## src/rtl/lsu_axi_master.sv

```systemverilog
// Load/store unit bus front-end: turns one core request into one AXI4-Lite read or write,
// steering store bytes onto the lanes and extracting/extending load data.
module lsu_axi_master #(
    parameter int ADDR_W = 32,
    parameter int DATA_W = 32
) (
    input  logic                  clk,
    input  logic                  rst_n,
    input  logic                  req_valid,
    output logic                  req_ready,
    input  logic                  req_wen,
    input  logic [ADDR_W-1:0]     req_addr,
    input  logic [DATA_W-1:0]     req_wdata,
    input  logic [1:0]            req_size,
    input  logic                  req_unsigned,
    output logic                  resp_valid,
    input  logic                  resp_ready,
    output logic [DATA_W-1:0]     resp_rdata,
    output logic                  resp_err,
    output logic [ADDR_W-1:0]     m_araddr,
    output logic                  m_arvalid,
    input  logic                  m_arready,
    input  logic [DATA_W-1:0]     m_rdata,
    input  logic [1:0]            m_rresp,
    input  logic                  m_rvalid,
    output logic                  m_rready,
    output logic [ADDR_W-1:0]     m_awaddr,
    output logic                  m_awvalid,
    input  logic                  m_awready,
    output logic [DATA_W-1:0]     m_wdata,
    output logic [DATA_W/8-1:0]   m_wstrb,
    output logic                  m_wvalid,
    input  logic                  m_wready,
    input  logic [1:0]            m_bresp,
    input  logic                  m_bvalid,
    output logic                  m_bready
);

    typedef enum logic [2:0] {
        ST_IDLE = 3'd0,
        ST_AR   = 3'd1,
        ST_R    = 3'd2,
        ST_AWW  = 3'd3,
        ST_B    = 3'd4,
        ST_RESP = 3'd5
    } state_t;

    state_t                state_r, state_nx_s;
    logic [ADDR_W-1:0]     addr_r;
    logic [DATA_W-1:0]     wdata_r;
    logic [DATA_W/8-1:0]   strb_r;
    logic [1:0]            size_r;
    logic                  unsigned_r;
    logic                  aw_pend_r;
    logic                  w_pend_r;
    logic [DATA_W-1:0]     rdata_r;
    logic                  err_r;
    logic                  misalign_s;

    // SLVERR/DECERR have bit 1 set; OKAY and EXOKAY are both success.
    function automatic logic axi_resp_err(input logic [1:0] resp);
        case (resp)
            2'b00, 2'b01: axi_resp_err = 1'b0;
            default:      axi_resp_err = 1'b1;
        endcase
    endfunction

    function automatic logic [DATA_W-1:0] load_extract(input logic [DATA_W-1:0] raw,
                                                       input logic [1:0] off,
                                                       input logic [1:0] size,
                                                       input logic uns);
        logic [DATA_W-1:0] sh;
        sh = raw >> {off, 3'b000};
        case (size)
            2'd0:    load_extract = uns ? {{(DATA_W-8){1'b0}}, sh[7:0]}
                                        : {{(DATA_W-8){sh[7]}}, sh[7:0]};
            2'd1:    load_extract = uns ? {{(DATA_W-16){1'b0}}, sh[15:0]}
                                        : {{(DATA_W-16){sh[15]}}, sh[15:0]};
            default: load_extract = sh;
        endcase
    endfunction

    function automatic logic [DATA_W/8-1:0] store_strb(input logic [1:0] size, input logic [1:0] off);
        logic [DATA_W/8-1:0] base;
        case (size)
            2'd0:    base = 4'b0001;
            2'd1:    base = 4'b0011;
            default: base = 4'b1111;
        endcase
        store_strb = base << off;
    endfunction

    // Natural-alignment check of the incoming request.
    always_comb begin
        misalign_s = 1'b0;
        case (req_size)
            2'd0:    misalign_s = 1'b0;
            2'd1:    misalign_s = req_addr[0];
            2'd2:    misalign_s = (req_addr[1:0] != 2'b00);
            default: misalign_s = 1'b1;
        endcase
    end

    // State register.
    always_ff @(posedge clk or negedge rst_n) begin
        if (!rst_n) begin
            state_r <= ST_IDLE;
        end else begin
            state_r <= state_nx_s;
        end
    end

    // Next-state logic; AW and W may complete in either order or together.
    always_comb begin
        state_nx_s = state_r;
        case (state_r)
            ST_IDLE: begin
                if (req_valid) begin
                    if (misalign_s)   state_nx_s = ST_RESP;
                    else if (req_wen) state_nx_s = ST_AWW;
                    else              state_nx_s = ST_AR;
                end else begin
                    state_nx_s = ST_IDLE;
                end
            end
            ST_AR:   if (m_arready) state_nx_s = ST_R;    else state_nx_s = ST_AR;
            ST_R:    if (m_rvalid)  state_nx_s = ST_RESP; else state_nx_s = ST_R;
            ST_AWW: begin
                if ((!aw_pend_r || m_awready) && (!w_pend_r || m_wready)) state_nx_s = ST_B;
                else                                                      state_nx_s = ST_AWW;
            end
            ST_B:    if (m_bvalid)   state_nx_s = ST_RESP; else state_nx_s = ST_B;
            ST_RESP: if (resp_ready) state_nx_s = ST_IDLE; else state_nx_s = ST_RESP;
            default: state_nx_s = ST_IDLE;
        endcase
    end

    // Request capture, write-channel tracking and response capture.
    always_ff @(posedge clk or negedge rst_n) begin
        if (!rst_n) begin
            addr_r     <= {ADDR_W{1'b0}};
            wdata_r    <= {DATA_W{1'b0}};
            strb_r     <= {(DATA_W/8){1'b0}};
            size_r     <= 2'd0;
            unsigned_r <= 1'b0;
            aw_pend_r  <= 1'b0;
            w_pend_r   <= 1'b0;
            rdata_r    <= {DATA_W{1'b0}};
            err_r      <= 1'b0;
        end else begin
            case (state_r)
                ST_IDLE: begin
                    if (req_valid) begin
                        addr_r     <= req_addr;
                        wdata_r    <= req_wdata << {req_addr[1:0], 3'b000};
                        strb_r     <= store_strb(req_size, req_addr[1:0]);
                        size_r     <= req_size;
                        unsigned_r <= req_unsigned;
                        aw_pend_r  <= req_wen & ~misalign_s;
                        w_pend_r   <= req_wen & ~misalign_s;
                        rdata_r    <= {DATA_W{1'b0}};
                        err_r      <= misalign_s;
                    end
                end
                ST_R: begin
                    if (m_rvalid) begin
                        err_r   <= axi_resp_err(m_rresp);
                        rdata_r <= axi_resp_err(m_rresp) ? {DATA_W{1'b0}}
                                   : load_extract(m_rdata, addr_r[1:0], size_r, unsigned_r);
                    end
                end
                ST_AWW: begin
                    if (aw_pend_r && m_awready) aw_pend_r <= 1'b0;
                    if (w_pend_r && m_wready)   w_pend_r  <= 1'b0;
                end
                ST_B: begin
                    if (m_bvalid) err_r <= axi_resp_err(m_bresp);
                end
                default: begin
                end
            endcase
        end
    end

    // Reset holds state at IDLE, so ready is additionally qualified by rst_n.
    assign req_ready  = (state_r == ST_IDLE) & rst_n;
    assign resp_valid = (state_r == ST_RESP);
    assign resp_rdata = rdata_r;
    assign resp_err   = err_r & (state_r == ST_RESP);
    assign m_araddr   = addr_r;
    assign m_arvalid  = (state_r == ST_AR);
    assign m_rready   = (state_r == ST_R);
    assign m_awaddr   = addr_r;
    assign m_awvalid  = aw_pend_r;
    assign m_wdata    = wdata_r;
    assign m_wstrb    = strb_r;
    assign m_wvalid   = w_pend_r;
    assign m_bready   = (state_r == ST_B);

endmodule

```

## config.mk

```make
export PLATFORM = sky130hd
export DESIGN_NAME = lsu_axi_master
export DESIGN_NICKNAME = d
export VERILOG_FILES = /design/src/rtl/lsu_axi_master.sv
export SDC_FILE = /design/constraint.sdc
export NUM_CORES = 1
export LEC_CHECK = 0
export CORE_MARGIN = 8
export CORE_UTILIZATION = 38
export CTS_CLUSTER_SIZE = 16
export DETAILED_ROUTE_END_ITERATION = 7
export PLACE_DENSITY = 0.86
export SYNTH_ARGS = -nofsm -noshare
export SYNTH_HDL_FRONTEND = slang
export SYNTH_SLANG_ARGS = --single-unit
```

## constraint.sdc

```tcl
create_clock -name clk -period 1.7 [get_ports clk]
set_input_delay 0.255 -clock clk [delete_from_list [all_inputs] [get_ports clk]]
set_output_delay 0.255 -clock clk [all_outputs]
set_load 0.02 [all_outputs]
```

# --- Word level (Yosys, flattened, before mapping) ---
# Cells that the tools add are included.
op_classes:
  reduce_logical: 23
  bitwise_logic: 4
  shift: 3
  muxes: 32
  n_eq_ne: 15
op_table:
  columns: ["op", "count"]
  rows:
  - ["$mux 32", 5]
  - ["$pmux 32 s2", 2]
  - ["$shl 32x5->32", 1]
  - ["$shr 32x5->32", 1]
  - ["$pmux 3 s6", 1]
  - ["$mux 3", 5]
  - ["$mux 1", 10]
  - ["$ne 2x2->1 const B", 5]
  - ["$reduce_and 3->1", 3]
  - ["$eq 2x1->1 const B", 4]
  - ["$logic_not 2->1", 4]
  - ["$mux 4", 2]
  - ["$pmux 4 s2", 1]
  - ["$eq 3x2->1 const B", 2]
  - ["$eq 3x3->1 const B", 2]
  - ["$pmux 1 s3", 2]
  - ["$reduce_bool 2->1", 3]
  - ["$mux 2", 2]
  - ["$pmux 1 s2", 2]
  - ["$reduce_and 4->1", 1]
  - ["$reduce_or 2->1", 2]
  - ["$shl 4x2->4", 1]
  - ["$and 1x1->1", 3]
  - ["$eq 3x1->1 const B", 1]
  - ["8 further kinds", 12]
word_totals:
  regBits: 109
  out_inout_bits: 140
  in_bits: 113

# --- Logic depth before layout (Yosys ltp) ---
# Gate-level depths: netlist of run 1.
logic_depth:
  ltp_word: 8
  ltp_mapped: 7
  ltp_nobuf: 4

# --- Least setup slack after synthesis of run 1 ---
# OpenSTA, ideal clock, no wires.
synth_timing:
  kind: "register to register"
  from: "reg addr_r[1] (netlist: m_araddr[1])"
  to: "reg rdata_r[24] (netlist: resp_rdata[24])"
  t_arrival_ns: 1.815
  path_stages_with_launch: 7
  slack_ns: -0.241
  path_buffers: 2
  t_required_ns: 1.573
  synth_period_minus_slack_ns: 1.941
  path_cell_list: "dfrtp_1 -> buf_2 -> mux4_2 -> nor2_2 -> nor4b_4 -> buf_6 -> a221o_2"
synth_between:
  elab_chain_len: 6
  elab_cells_between_ends: 7
  classes_between: "shift: 1; mux: 6"
synth_lines:
  columns: ["item", "line_no", "text"]
  rows:
  - ["start, declared", "49", "logic [ADDR_W-1:0] addr_r;"]
  - ["start signal, assigned", "141", "addr_r <= {ADDR_W{1'b0}};"]
  - ["start signal, assigned", "154", "addr_r <= req_addr;"]
  - ["$shr 32x5->32 *", "73", "sh = raw >> {off, 3'b000};"]
  - ["$mux 32, on equally long branches", "77, 75", null]
  - ["$pmux 32 s2 *", "74", "case (size)"]
  - ["$mux 32 *", "168", "rdata_r <= axi_resp_err(m_rresp) ? {DATA_W{1'b0}}"]
  - ["$mux 32 *", "166", "if (m_rvalid) begin"]
  - ["$pmux 32 s2 *", "151", "case (state_r)"]
  - ["end signal, assigned", "148", "rdata_r <= {DATA_W{1'b0}};"]
  - ["end signal, assigned", "161", "rdata_r <= {DATA_W{1'b0}};"]
  - ["end signal, assigned", "168", null]
  - ["end, declared", "56", "logic [DATA_W-1:0] rdata_r;"]
# Mark *: on every way between the ends. The rest lies on a longest branch, timed or not. The select of a mux whose other input is x is not followed.
# A chain may end at the register's enable or synchronous reset.

# --- Final worst setup path of run 1 ---
layout_timing:
  from: "reg addr_r[1] (netlist: m_araddr[1])"
  to: "reg rdata_r[27] (netlist: resp_rdata[27])"
# The elaborated chain is that of the path after synthesis.

==> results.yml, run 1 <==
clocking:
  numClockSinks: 109
  h-tree-depth: 3
  cts_tree: "done"
  clkLatencyLatePin_ns: 0.36
  numCtsBuffers: 9
  clkTransAtPathRegs_ns: 0.07
  ctsHoldBuffers: 0
  cts_root_buf: "clkbuf_16"
  cts_buffer_depth: 2
floorplanning:
  initial_core_util: 0.384
  coreArea_um2: 14300
  ios: 253
  die_w_um: 136
  die_height_um: 136
  dieArea_um2: 18600
  rows: 44
setup_path:
  r2r_cells: 5
  worstSetupPathType: "reg -> reg"
  cp-end-kind: "flip-flop"
  path_max_fanout: 16
  worstPathArrival_ns: 2.00
  startpoint_type: "flip-flop"
  required_ns: 1.94
logic_synthesis:
  synth_most_common_cell: "nand2_1"
  ys_ff_latch: 109
  synth_area_um2: 5500
  yosys-top-cells-area: "dfrtp_1 (50%), nand2_1 (13%), mux2i_1 (5.8%)"
  synth_cell_types: 41
  synth_common_cells: "nand2_1 (184), dfrtp_1 (109), o21ai_0 (33), buf_4 (32), mux2i_1 (32)"
  synth_top_cell_by_area: "dfrtp_1"
  synth_fp_nets: 706
  ys.flop_type: "dfrtp_1"
  async_reset_ff_frac: 1.00
  synth_warnings: 0
  synth_edf_count: 0
  synth.avg_cell_area_um2: 9.28
  synthCells: 593
  seq_area_frac_synth: 0.496
  synth_top_area_frac: 0.496
detailed_routing:
  drtIter0Drc: 373
  via_count: 5336
  ant_nets: 0
  finalWirelength_um: 19600
  routedWlPerCell_um: 18.9
  drc: 0
  drt-pass1-iter-count: 5
  routed_via_density: 5.17
hold_path:
  hold_path_class: "in -> async"
timing:
  setup_slack_ns: -0.0621
  fin_tns_setup_ns: -0.756
  whs_ns: 0.0101
  slew_headroom: 0.518
  max_freq_ghz: 0.568
  tightest_slew_ns: 0.721
  rsz0062_at_grt: "yes"
  hold_viol: 0
  skew_ns: 0.0129
  setup_viol: 16
  slew_viol_final: 0
  period_share: 1.04
  min_period_ns: 1.76
placed_design:
  dpl_worst_slack_ns: -0.542
  hpwl_um: 14800
  dpl.cell_count: 1009
  io_buffers: 250
  place_congestion: 0.858
global_routing:
  grt_start_max_net_pins: 110
  grt_pass1_wl_um: 29700
  antenna_found_initial: 0
  grt_usage: 0.205
  grt_pass1_vias: 5361
  grt_remaining_overflow: 0
pwr:
  p_leak_nw: 4.05
  p_per_area_nw_per_um2: 1740
  vdd_drop_max_v: 0.000854
cells_and_area:
  antenna_cells: 0
  layout.nets: 957
  final_util: 0.613
  drive_above_1_share: 0.159
  fin_cells: 1033
  syn_to_final_growth_pct: 59.6
job:
  drv_cap: 0
run_status:
  violations: "setup timing"
  outcome: "complete, but fails checks"
-- cells in the final DEF, fill, tap and decap left out, drive strengths merged, types with 4 or more instances in the layout --
| cell type | netlist | layout |
|---|---|---|
| mux2i | 32 | 32 |
| nand2 | 184 | 184 |
| o211ai | 9 | 9 |
| nand3b | 9 | 9 |
| clkbuf | 22 | 11 |
| a21oi | 29 | 29 |
| nand3 | 10 | 10 |
| dlymetal6s2s | 0 | 6 |
| a221o | 16 | 16 |
| o21ai | 33 | 33 |
| dlygate4sd2 | 0 | 4 |
| buf | 50 | 67 |
| inv | 5 | 6 |
| mux2 | 17 | 17 |
| clkdlybuf4s50 | 0 | 233 |
| dfrtp | 109 | 109 |
| nor2 | 27 | 27 |
| o31ai | 10 | 10 |
| a22oi | 4 | 4 |
-- critical path: stages (launching register included) --
cell	delay, ns
dfrtp_2	0.43
mux4_2	0.58
nor2_4	0.13
nor4b_4	0.06
buf_12	0.15
a221o_2	0.29
-- state kept, by name (all words and copies together) (netlist names) --
name / flops
state_r: 3
m_awvalid: 1
unsigned_r: 1
m_araddr: 32
size_r: 2
err_r: 1
m_wdata: 32
m_wstrb: 4
resp_rdata: 32
m_wvalid: 1
-- power by group --
part | internal [mW] | total [mW] | switching (mW)
clock | 1.19 | 2.22 | 1.03
combinational | 4.08 | 8.67 | 4.58
sequential | 3.63 | 4.41 | 0.787
total | 8.90 | 15.3 | 6.40
-- per-stage QoR --
stage               instance area, µm²  power (mW)
finish                            8780        15.3
global route                      8780        16.2
CTS                               8650        15.2
detailed placement                8310        13.0
global placement                  8310        12.8
floorplan                         5530        9.05
-- layer usage --
layer  routed length [µm]  up-vias  GRT usage
met5                    0        -          0
met4                  578        0     0.0860
met3                 2230       39     0.0865
met2                 9210      261      0.322
met1                 7550     2548      0.243
li1                     -     2488          -
-- cell type report --
type                            instances  area (µm²)
Clock buffer                           10         239
Clock inverter                          6        70.1
Fill cell                            1179        5530
Inverter                                5        18.8
Multi-Input combinational cell        407        2400
Sequential cell                       109        2730
Tap cell                              184         230
Timing Repair Buffer                  312        3090
-- final timing paths --
path / startpoint / endpoint / slack (ns)
worst min-delay path: rst_n / m_araddr[19] / 0.01
worst max register to register: m_araddr[1] / resp_rdata[27] / -0.06
worst max-delay path: m_araddr[1] / resp_rdata[27] / -0.06
min in group clk: req_addr[4] / m_araddr[4] / 0.42
worst min register to register: m_wdata[7] / m_wdata[7] / 0.47
max in group asynchronous: rst_n / state_r[2] / 1.22
-- kinds of logic after synthesis --
group,after synthesis,share of synthesized area
buf+inv,77,0.0801
mux,50,0.0971
compound gates,107,0.128
simple gates,250,0.199
flops,109,0.496
-- repair_timing --
| action | CTS | global route |
|---|---|---|
| setup endpoints to repair | 29 | 39 |
| resized for setup | 33 | 21 |
| buffers inserted | 4 | 4 |
| cloned | 0 | 1 |
| pin swaps | 2 | 2 |
(Power assumes the default switching activity.)
==> inputs of run 2 (changes only) <==
--- a/config.mk
+++ b/config.mk
@@ -13,3 +13,4 @@
 export SYNTH_ARGS = -nofsm -noshare
 export SYNTH_HDL_FRONTEND = slang
 export SYNTH_SLANG_ARGS = --single-unit
+export TNS_END_PERCENT = 5
==> results.yml, run 2 (synthesized netlist as in run 1, its figures left out) <==
global_routing:
  antenna_found_initial: 0
  grtUsageMet3: 0.0769
  grt_remaining_overflow: 0
  grt_pass1_vias: 5414
  use_met1: 0.229
  grt_pass1_wl_um: 29400
  grt_start_max_net_pins: 110
  grt-busiest-layer: "met2"
  grt_usage: 0.203
  grtUsageMet2: 0.346
setup_path:
  slowest_stage: "mux4_2"
  startpoint_type: "flip-flop"
  worstPathArrival_ns: 1.98
  cp-end-kind: "flip-flop"
  path_max_fanout: 16
  required_ns: 1.93
  crit_chain: "mux4_2 -> nor2_4 -> nor4b_4 -> buf_12 -> a221o_2"
  worstSetupPathType: "reg -> reg"
  r2r_cells: 5
  max_stage_delay_ns: 0.58
clocking:
  cts_buffer_depth: 2
  clkTransAtPathRegs_ns: 0.07
  cts_root_buf: "clkbuf_16"
  cts_tree: "done"
  numCtsBuffers: 9
  clkLatencyLatePin_ns: 0.35
  numClockSinks: 109
  h-tree-depth: 3
placed_design:
  dpl_worst_slack_ns: -0.526
  place_area_um2: 8240
  io_buffers: 250
  dpl.cell_count: 1006
  hpwl_um: 14700
  place_congestion: 0.904
detailed_routing:
  drtIter0Drc: 364
  via_count: 5187
  ant_nets: 0
  finalWirelength_um: 19500
  routed_via_density: 5.04
  routedWlPerCell_um: 19.0
  drc: 0
  drt-pass1-iter-count: 4
timing:
  skew_ns: 0.00544
  hold_viol: 0
  setup_slack_ns: -0.0531
  rsz0062_at_grt: "yes"
  period_share: 1.03
  slew_viol_final: 0
  slew_headroom: 0.558
  max_freq_ghz: 0.570
  min_period_ns: 1.75
  tightest_slew_ns: 0.662
  setup_viol: 16
pwr:
  p_seq_frac: 0.285
  power_switching_share: 0.406
  power.internal_mw: 9.26
  power_mw: 15.6
  p_leak_nw: 3.99
  vdd_drop_max_v: 0.000863
  p_per_area_nw_per_um2: 1780
  clkPwrFrac: 0.166
  combPwrFrac: 0.550
  p_sw_mw: 6.33
floorplanning:
  die_height_um: 136
  dieArea_um2: 18600
  die_w_um: 136
  rows: 44
  ios: 253
  initial_core_util: 0.384
  coreArea_um2: 14300
hold_path:
  hold_path_class: "in -> async"
cells_and_area:
  antenna_cells: 0
  layout.nets: 954
  final_util: 0.612
  drive_above_1_share: 0.155
  fin_area_um2: 8760
  final_common_cell: "clkdlybuf4s50_1"
  fin_cells: 1030
  n_fill_cell: 1156
  most-common-layout-cells: "clkdlybuf4s50_1 (239), nand2_1 (183), dfrtp_1 (105), buf_4 (51)"
  syn_to_final_growth_pct: 59.3
job:
  drv_cap: 0
run_status:
  violations: "setup timing"
  outcome: "complete, but fails checks"
run 2: cell type report:
cell class / instances / area, µm² / area share
timing repair buffer: 308 / 2990 / 0.341
sequential: 109 / 2730 / 0.312
multi-input combinational: 408 / 2420 / 0.276
clock buffer: 10 / 239 / 0.0273
tap: 184 / 230 / 0.0263
clock inverter: 6 / 134 / 0.0153
inverter: 5 / 18.8 / 0.00214
run 2: stage by stage:
step                TNS, ns  hold slack (ns)
floorplan             -1.37          -0.0406
global placement     -20.78            0.426
detailed placement   -24.38            0.446
CTS                   -1.87           0.0630
global route          -1.47           0.0804
finish               -0.504           0.0251
run 2: metal layers:
metal,wire (µm),up-vias,part of all wire
li1,-,2480,-
met4,396,0,0.020
met3,2150,24,0.11
met1,7420,2439,0.38
met5,0,-,0
met2,9570,244,0.49
run 2: worst paths after layout:
check | startpoint | endpoint | slack (ns)
min reg2reg | m_wdata[7] | m_wdata[7] | 0.47
min in group clk | req_addr[3] | m_araddr[3] | 0.43
max | m_araddr[1] | resp_rdata[26] | -0.05
max in group asynchronous | rst_n | state_r[2] | 1.22
min | rst_n | size_r[1] | 0.03
max reg2reg | m_araddr[1] | resp_rdata[26] | -0.05
run 2: power groups by stage:
stage	clock network, mW	registers, mW	logic, mW
2_1_floorplan	0	5.42	3.60
3_3_place_gp	0	4.42	8.25
3_5_place_dp	0	4.45	8.42
4_1_cts	2.63	4.43	8.45
5_1_grt	2.74	4.58	9.18
6_report	2.59	4.44	8.57
run 2: critical path: cells and delay by family (launching register included):
kind	cells	cell delay, ns
AOI/OAI and AO/OA	1	0.30
DFF	1	0.42
buffers and inverters	1	0.15
muxes	1	0.58
and+or+nand+nor	2	0.19
run 2: timing repair:
item | in CTS | in global routing
hold buffers | 0 | 0
gates cloned | 0 | 1
resized for setup | 40 | 14
setup endpoints to repair | 80 | 76
setup buffers | 1 | 6
pin swaps | 9 | 6
